--- src/rtl/posit_to_fp_pipe.sv ---
// posit_to_fp_pipe: 3-stage streaming posit -> IEEE float converter (decode, extract, pack) carrying a tag sideband.
// Latency 3 cycles counting the transfer cycle; per-stage valid/ready, bubbles collapse; POSIT2FP_RNE_EN selects RNE over truncation.
module posit_to_fp_pipe #(
   parameter int N  = 32,
   parameter int es = 3,
   parameter int E  = 8,
   parameter int TW = 4
) (
   input  logic          clk,
   input  logic          rst_n,
   input  logic          in_valid,
   output logic          in_ready,
   input  logic [N-1:0]  in_data,
   input  logic [TW-1:0] in_tag,
   output logic          out_valid,
   input  logic          out_ready,
   output logic [N-1:0]  out_data,
   output logic [TW-1:0] out_tag,
   output logic          out_ovf,
   output logic          out_unf
);
   localparam int M  = N - E - 1;
   localparam int FW = N - 1 - es;
   localparam int RB = $clog2(N);
   localparam int SW = $clog2((N - 1) * (2 ** es) + 2 ** E) + 2;
   localparam logic signed [SW-1:0] BIAS_S = SW'(2 ** (E - 1) - 1);
   localparam logic signed [SW-1:0] EMAX_S = SW'(2 ** E - 1);
   localparam logic signed [SW-1:0] ZERO_S = '0;

   logic w_rdy1, w_rdy2, w_rdy3;
   logic r1_v, r2_v, r3_v;

   assign w_rdy3   = out_ready | ~r3_v;
   assign w_rdy2   = w_rdy3 | ~r2_v;
   assign w_rdy1   = w_rdy2 | ~r1_v;
   assign in_ready = w_rdy1;

   // S1: magnitude of the body bits and regime run length
   logic [N-2:0]  w_body, w_y;
   logic [RB-1:0] w_run;
   logic          w_zero, w_nar;

   assign w_body = in_data[N-1] ? -in_data[N-2:0] : in_data[N-2:0];
   assign w_y    = w_body[N-2] ? ~w_body : w_body;
   assign w_zero = (in_data == '0);
   assign w_nar  = (in_data == {1'b1, {(N-1){1'b0}}});

   always_comb begin : p_run
      logic v_found;
      v_found = 1'b0;
      w_run   = RB'(N - 1);
      for (int i = N - 2; i >= 0; i--) begin
         if (!v_found && w_y[i]) begin
            w_run   = RB'(N - 2 - i);
            v_found = 1'b1;
         end
      end
   end

   logic          r1_sign, r1_zero, r1_nar, r1_r0;
   logic [N-2:0]  r1_body;
   logic [RB-1:0] r1_run;
   logic [TW-1:0] r1_tag;

   // S2: strip regime + terminator; bits shifted past the word end read as 0
   logic [RB:0]          w_sh_amt;
   logic [N-2:0]         w_sh;
   logic [es-1:0]        w_e;
   logic [FW-1:0]        w_frac;
   logic signed [SW-1:0] w_run_s, w_k, w_biased;

   assign w_sh_amt = {1'b0, r1_run} + (RB+1)'(1);
   assign w_sh     = r1_body << w_sh_amt;
   assign w_e      = w_sh[N-2 -: es];
   assign w_frac   = w_sh[FW-1:0];
   assign w_run_s  = SW'(r1_run);
   assign w_k      = r1_r0 ? (w_run_s - SW'(1)) : -w_run_s;
   assign w_biased = (w_k <<< es) + SW'(w_e) + BIAS_S;

   logic                 r2_sign, r2_zero, r2_nar;
   logic signed [SW-1:0] r2_biased;
   logic [FW-1:0]        r2_frac;
   logic [TW-1:0]        r2_tag;

   // S3: round, then saturate / flush / specials
   logic [M-1:0]         w_man, w_man_r;
   logic                 w_rnd, w_carry;
   logic signed [SW-1:0] w_exp_r;
   logic [N-1:0]         w_dat;
   logic                 w_ovf, w_unf;

   assign w_man = r2_frac[FW-1 -: M];
`ifdef POSIT2FP_RNE_EN
   logic w_grd, w_stk;
   assign w_grd = r2_frac[FW-M-1];
   assign w_stk = |r2_frac[FW-M-2:0];
   assign w_rnd = w_grd & (w_stk | w_man[0]);
`else
   logic w_unused_lsb;
   assign w_unused_lsb = |r2_frac[FW-M-1:0];
   assign w_rnd        = 1'b0;
`endif
   assign {w_carry, w_man_r} = {1'b0, w_man} + (M+1)'(w_rnd);
   assign w_exp_r = r2_biased + SW'(w_carry);

   always_comb begin
      w_dat = {r2_sign, w_exp_r[E-1:0], w_man_r};
      w_ovf = 1'b0;
      w_unf = 1'b0;
      if (r2_zero) begin
         w_dat = '0;
      end else if (r2_nar) begin
         w_dat = {1'b0, {E{1'b1}}, 1'b1, {(M-1){1'b0}}};
      end else if (w_exp_r >= EMAX_S) begin
         w_dat = {r2_sign, {E{1'b1}}, {M{1'b0}}};
         w_ovf = 1'b1;
      end else if (w_exp_r <= ZERO_S) begin
         w_dat = {r2_sign, {(N-1){1'b0}}};
         w_unf = 1'b1;
      end
   end

   logic [N-1:0]  r3_dat;
   logic [TW-1:0] r3_tag;
   logic          r3_ovf, r3_unf;

   always_ff @(posedge clk or negedge rst_n) begin
      if (!rst_n) begin
         r1_v      <= 1'b0;
         r1_sign   <= 1'b0;
         r1_zero   <= 1'b0;
         r1_nar    <= 1'b0;
         r1_r0     <= 1'b0;
         r1_body   <= '0;
         r1_run    <= '0;
         r1_tag    <= '0;
         r2_v      <= 1'b0;
         r2_sign   <= 1'b0;
         r2_zero   <= 1'b0;
         r2_nar    <= 1'b0;
         r2_biased <= '0;
         r2_frac   <= '0;
         r2_tag    <= '0;
         r3_v      <= 1'b0;
         r3_dat    <= '0;
         r3_tag    <= '0;
         r3_ovf    <= 1'b0;
         r3_unf    <= 1'b0;
      end else begin
         if (w_rdy1) begin
            r1_v <= in_valid;
            if (in_valid) begin
               r1_sign <= in_data[N-1];
               r1_zero <= w_zero;
               r1_nar  <= w_nar;
               r1_r0   <= w_body[N-2];
               r1_body <= w_body;
               r1_run  <= w_run;
               r1_tag  <= in_tag;
            end
         end
         if (w_rdy2) begin
            r2_v <= r1_v;
            if (r1_v) begin
               r2_sign   <= r1_sign;
               r2_zero   <= r1_zero;
               r2_nar    <= r1_nar;
               r2_biased <= w_biased;
               r2_frac   <= w_frac;
               r2_tag    <= r1_tag;
            end
         end
         if (w_rdy3) begin
            r3_v <= r2_v;
            if (r2_v) begin
               r3_dat <= w_dat;
               r3_tag <= r2_tag;
               r3_ovf <= w_ovf;
               r3_unf <= w_unf;
            end
         end
      end
   end

   assign out_valid = r3_v;
   assign out_data  = r3_dat;
   assign out_tag   = r3_tag;
   assign out_ovf   = r3_ovf;
   assign out_unf   = r3_unf;

endmodule

--- config.mk ---
export PLATFORM = sky130hd
export DESIGN_NAME = posit_to_fp_pipe
export DESIGN_NICKNAME = d
export VERILOG_FILES = /design/src/rtl/posit_to_fp_pipe.sv
export SDC_FILE = /design/constraint.sdc
export NUM_CORES = 1
export LEC_CHECK = 0
export CORE_MARGIN = 3
export CORE_UTILIZATION = 25
export CTS_CLUSTER_DIAMETER = 60
export DETAILED_ROUTE_END_ITERATION = 6
export PLACE_DENSITY = 0.42
export SLEW_MARGIN = 0
export SYNTH_ARGS = -nofsm -noshare
export SYNTH_HDL_FRONTEND = slang
export SYNTH_SLANG_ARGS = --single-unit
export TNS_END_PERCENT = 100
--- constraint.sdc ---
create_clock -name clk -period 9.4 [get_ports clk]
set_clock_uncertainty 0.1 [all_clocks]
set_input_delay 2.82 -clock clk [delete_from_list [all_inputs] [get_ports clk]]
set_output_delay 2.82 -clock clk [all_outputs]
set_load 0.02 [all_outputs]
==> impl_metrics.csv <==
group,metric,value,unit
outcome,outcome,"finished, final reports clean",
floorplanning,die_y,186,µm
logic_synthesis,synthAdderAreaFrac,0.006179,
drt,drc_errors,0,
logic_synthesis,synth_edf_count,0,
setup_path,cp_common_cell,"clkdlybuf4s50_1",
setup_path,crit_arrival,4.13,ns
place,dpl_worst_slack,1.953,ns
power_and_ir_drop,ir_drop,0.1308,mV
floorplanning,rows,65,
timing,finalHoldViolations,0,
power_and_ir_drop,p_total,2678,µW
floorplanning,start_util,0.2554,
setup_path,critPathCaptureType,"output port",
drt,drt-total-wl,22.88,mm
place,dp_cells,1321,
final_layout,diodes,0,
drt,wire_per_inst,16.91,µm
logic_synthesis,synth-main-ff-cell,"dfrtp_1",
final_layout,fin_nets,982,
floorplanning,dieArea,34600,µm²
clock_tree,cts_htree_levels,4,
place,place_hpwl,17.05,mm
clock_tree,cts_buffers,17,
logic_synthesis,synthXorXnorAreaFrac,0.06905,
setup_path,cpPeakStageDelay,0.58,ns
job,max_cap_viol_count,0,
clock_tree,clockRootBuffer,"clkbuf_16",
final_layout,layout-drive-gt1-share,0.1209,
logic_synthesis,synth-compound-area-share,0.2006,
global_routing,grt_first_pass_wirelength,37.08,mm
clock_tree,clk_path_buf_depth,2,
drt,drt-initial-drc-count,463,
timing,relSlewSlack,0.4056,
logic_synthesis,yosys_warnings,0,
global_routing,track_usage,0.1351,
floorplanning,coreArea,31720,µm²
setup_path,cp.required,6.48,ns
setup_path,cp-start-kind,"input port",
setup_path,slowest_stage,"clkdlybuf4s50_1",
final_layout,mostFrequentLayoutCell,"nand2_1",
timing,worst_hold_slack,0.3675,ns
setup_path,cp_max_fo,4,
drt,drt_pre_antenna_iters,5,
global_routing,grt_pass1_vias,6599,
floorplanning,io_pins,80,
clock_tree,cts_resized,0,
logic_synthesis,synthSimpleGateAreaFrac,0.1846,
logic_synthesis,synth-seq-area-share,0.3862,
clock_tree,cts_hold_buf,0,
timing,setup_viol_count_final,0,
drt,ant_nets,0,
timing,post-route-period-util,0.7504,
drt,viasPerCell,4.979,
timing,fin_tns_setup,0,ns
clock_tree,cts_tree,"done",
logic_synthesis,synth_nets,924,
timing,period_minus_slack,7.054,ns
power_and_ir_drop,p_per_area,268.4,nW/µm²
timing,worstMarginPinSlew,0.8916,ns
place,gp_congestion,0.8130,
clock_tree,numClockSinks,125,
timing,clock.fmax,0.1418,GHz
clock_tree,clk_latency,0.42,ns
clock_tree,clk_pin_slew_worst_paths,0.06,ns
logic_synthesis,synth-seq-cells,125,
place,port_buffers,79,
logic_synthesis,synthCells,880,
logic_synthesis,syn_area,8100,µm²
global_routing,antenna_found_initial,0,
worst_hold_path,hp-class,"reg -> reg",
logic_synthesis,async_flop_share,1.000,
logic_synthesis,yosys-mux-area-fraction,0.1216,
global_routing,grt_start_max_net_pins,75,
final_layout,layout_common_cells,"nand2_1 (151), dfrtp_1 (125), o21ai_0 (86)",
timing,drv_slew,0,
timing,setup_ws,2.346,ns
logic_synthesis,syn_avg_cell_area,9.205,µm²
global_routing,grt_overflow,0,
drt,vias,6736,
power_and_ir_drop,leakagePower,0.004005,µW
timing,rsz0062_at_grt,"false",
final_layout,area_delta_synth_final,23.19,%
floorplanning,dieWidth,186,µm
setup_path,crit_chain,"clkdlybuf4s50_1 -> nor2b_1 -> nand3_1 -> clkdlybuf4s50_1",
final_layout,layout.cells.non_filler,1353,
logic_synthesis,synth_top_family_by_area,"compound AO/OA/AOI/OAI gates",
logic_synthesis,yosysUniqueCellTypes,70,
clock_tree,post_cts_buffers,0,
setup_path,crit_type,"in -> out",
[stage by stage]
stage / util / cell area (µm²)
after floorplan: - / 8100
after global placement: 0.2938 / 9319
after detailed placement: 0.2938 / 9319
after CTS: 0.3146 / 9978
after global routing: 0.3146 / 9978
final: 0.3146 / 9978
[per-layer routing]
layer	global-route usage	wire length, µm
met1	0.2031	11940
met2	0.2003	9900
met3	0.02130	721
met4	0.03724	317
met5	0	0
[synth_stat cells (all sizes together) (13+ instances only)]
master	count	area, µm²
a21oi	35	175.2
a22o	31	271.5
clkbuf	45	168.9
dfrtp	125	3128
mux2	21	236.5
mux2i	32	320.3
mux4	19	427.9
nand2	153	574.3
nand2b	13	81.33
nand3	14	75.07
nor2	42	157.7
nor3	17	85.08
o21ai	87	435.4
o31ai	18	158.9
xnor2	27	236.5
xor2	36	322.8
[cells by family after synthesis]
group           Yosys count
fa+ha+maj                 4
mux                      72
flops                   125
buf+inv                  66
xor+xnor                 63
simple gates            311
compound gates          239
[cell type report]
cell class / count / area (µm²)
clock buffers: 17 / 425.4
flip-flops and latches: 125 / 3128
clock inverters: 15 / 234.0
repair buffers: 95 / 908.4
inverters: 10 / 37.54
well taps: 402 / 503.0
multi-input cells: 689 / 4742
fillers: 3352 / 21740
[where the power goes]
part	switching, µW	total [µW]	internal, µW
Clock	274	750	476
Sequential	128	830	702
Combinational	612	1100	486
Total	1010	2680	1660
[critical path: cells and delay by family]
kind                   cells  cell delay [ns]
AND/OR/NAND/NOR            2             0.32
buffers and inverters      2             1.00
[registers in the layout, summed over array words and instances, names as in the netlist, 4 cells and up]
name and count:
out_data 32, out_tag 4, r1_body 30, r1_run 5, r1_tag 4, r2_biased 11, r2_frac 23, r2_tag 4
[path summary, 6_finish.rpt]
kind                            startpoint           end  slack [ns]  depth (start not counted)
min in group asynchronous            rst_n  out_data[30]        2.34                          1
worst min register to register      r1_nar        r1_nar        0.37                          1
worst max register to register   r1_run[0]  r2_biased[4]        4.75                         14
max in group asynchronous            rst_n   r1_body[10]        5.50                          2
worst min-delay path                r1_nar        r1_nar        0.37                          1
worst max-delay path             out_ready      in_ready        2.35                          4
No activity file was read; power rests on OpenSTA's default activity.
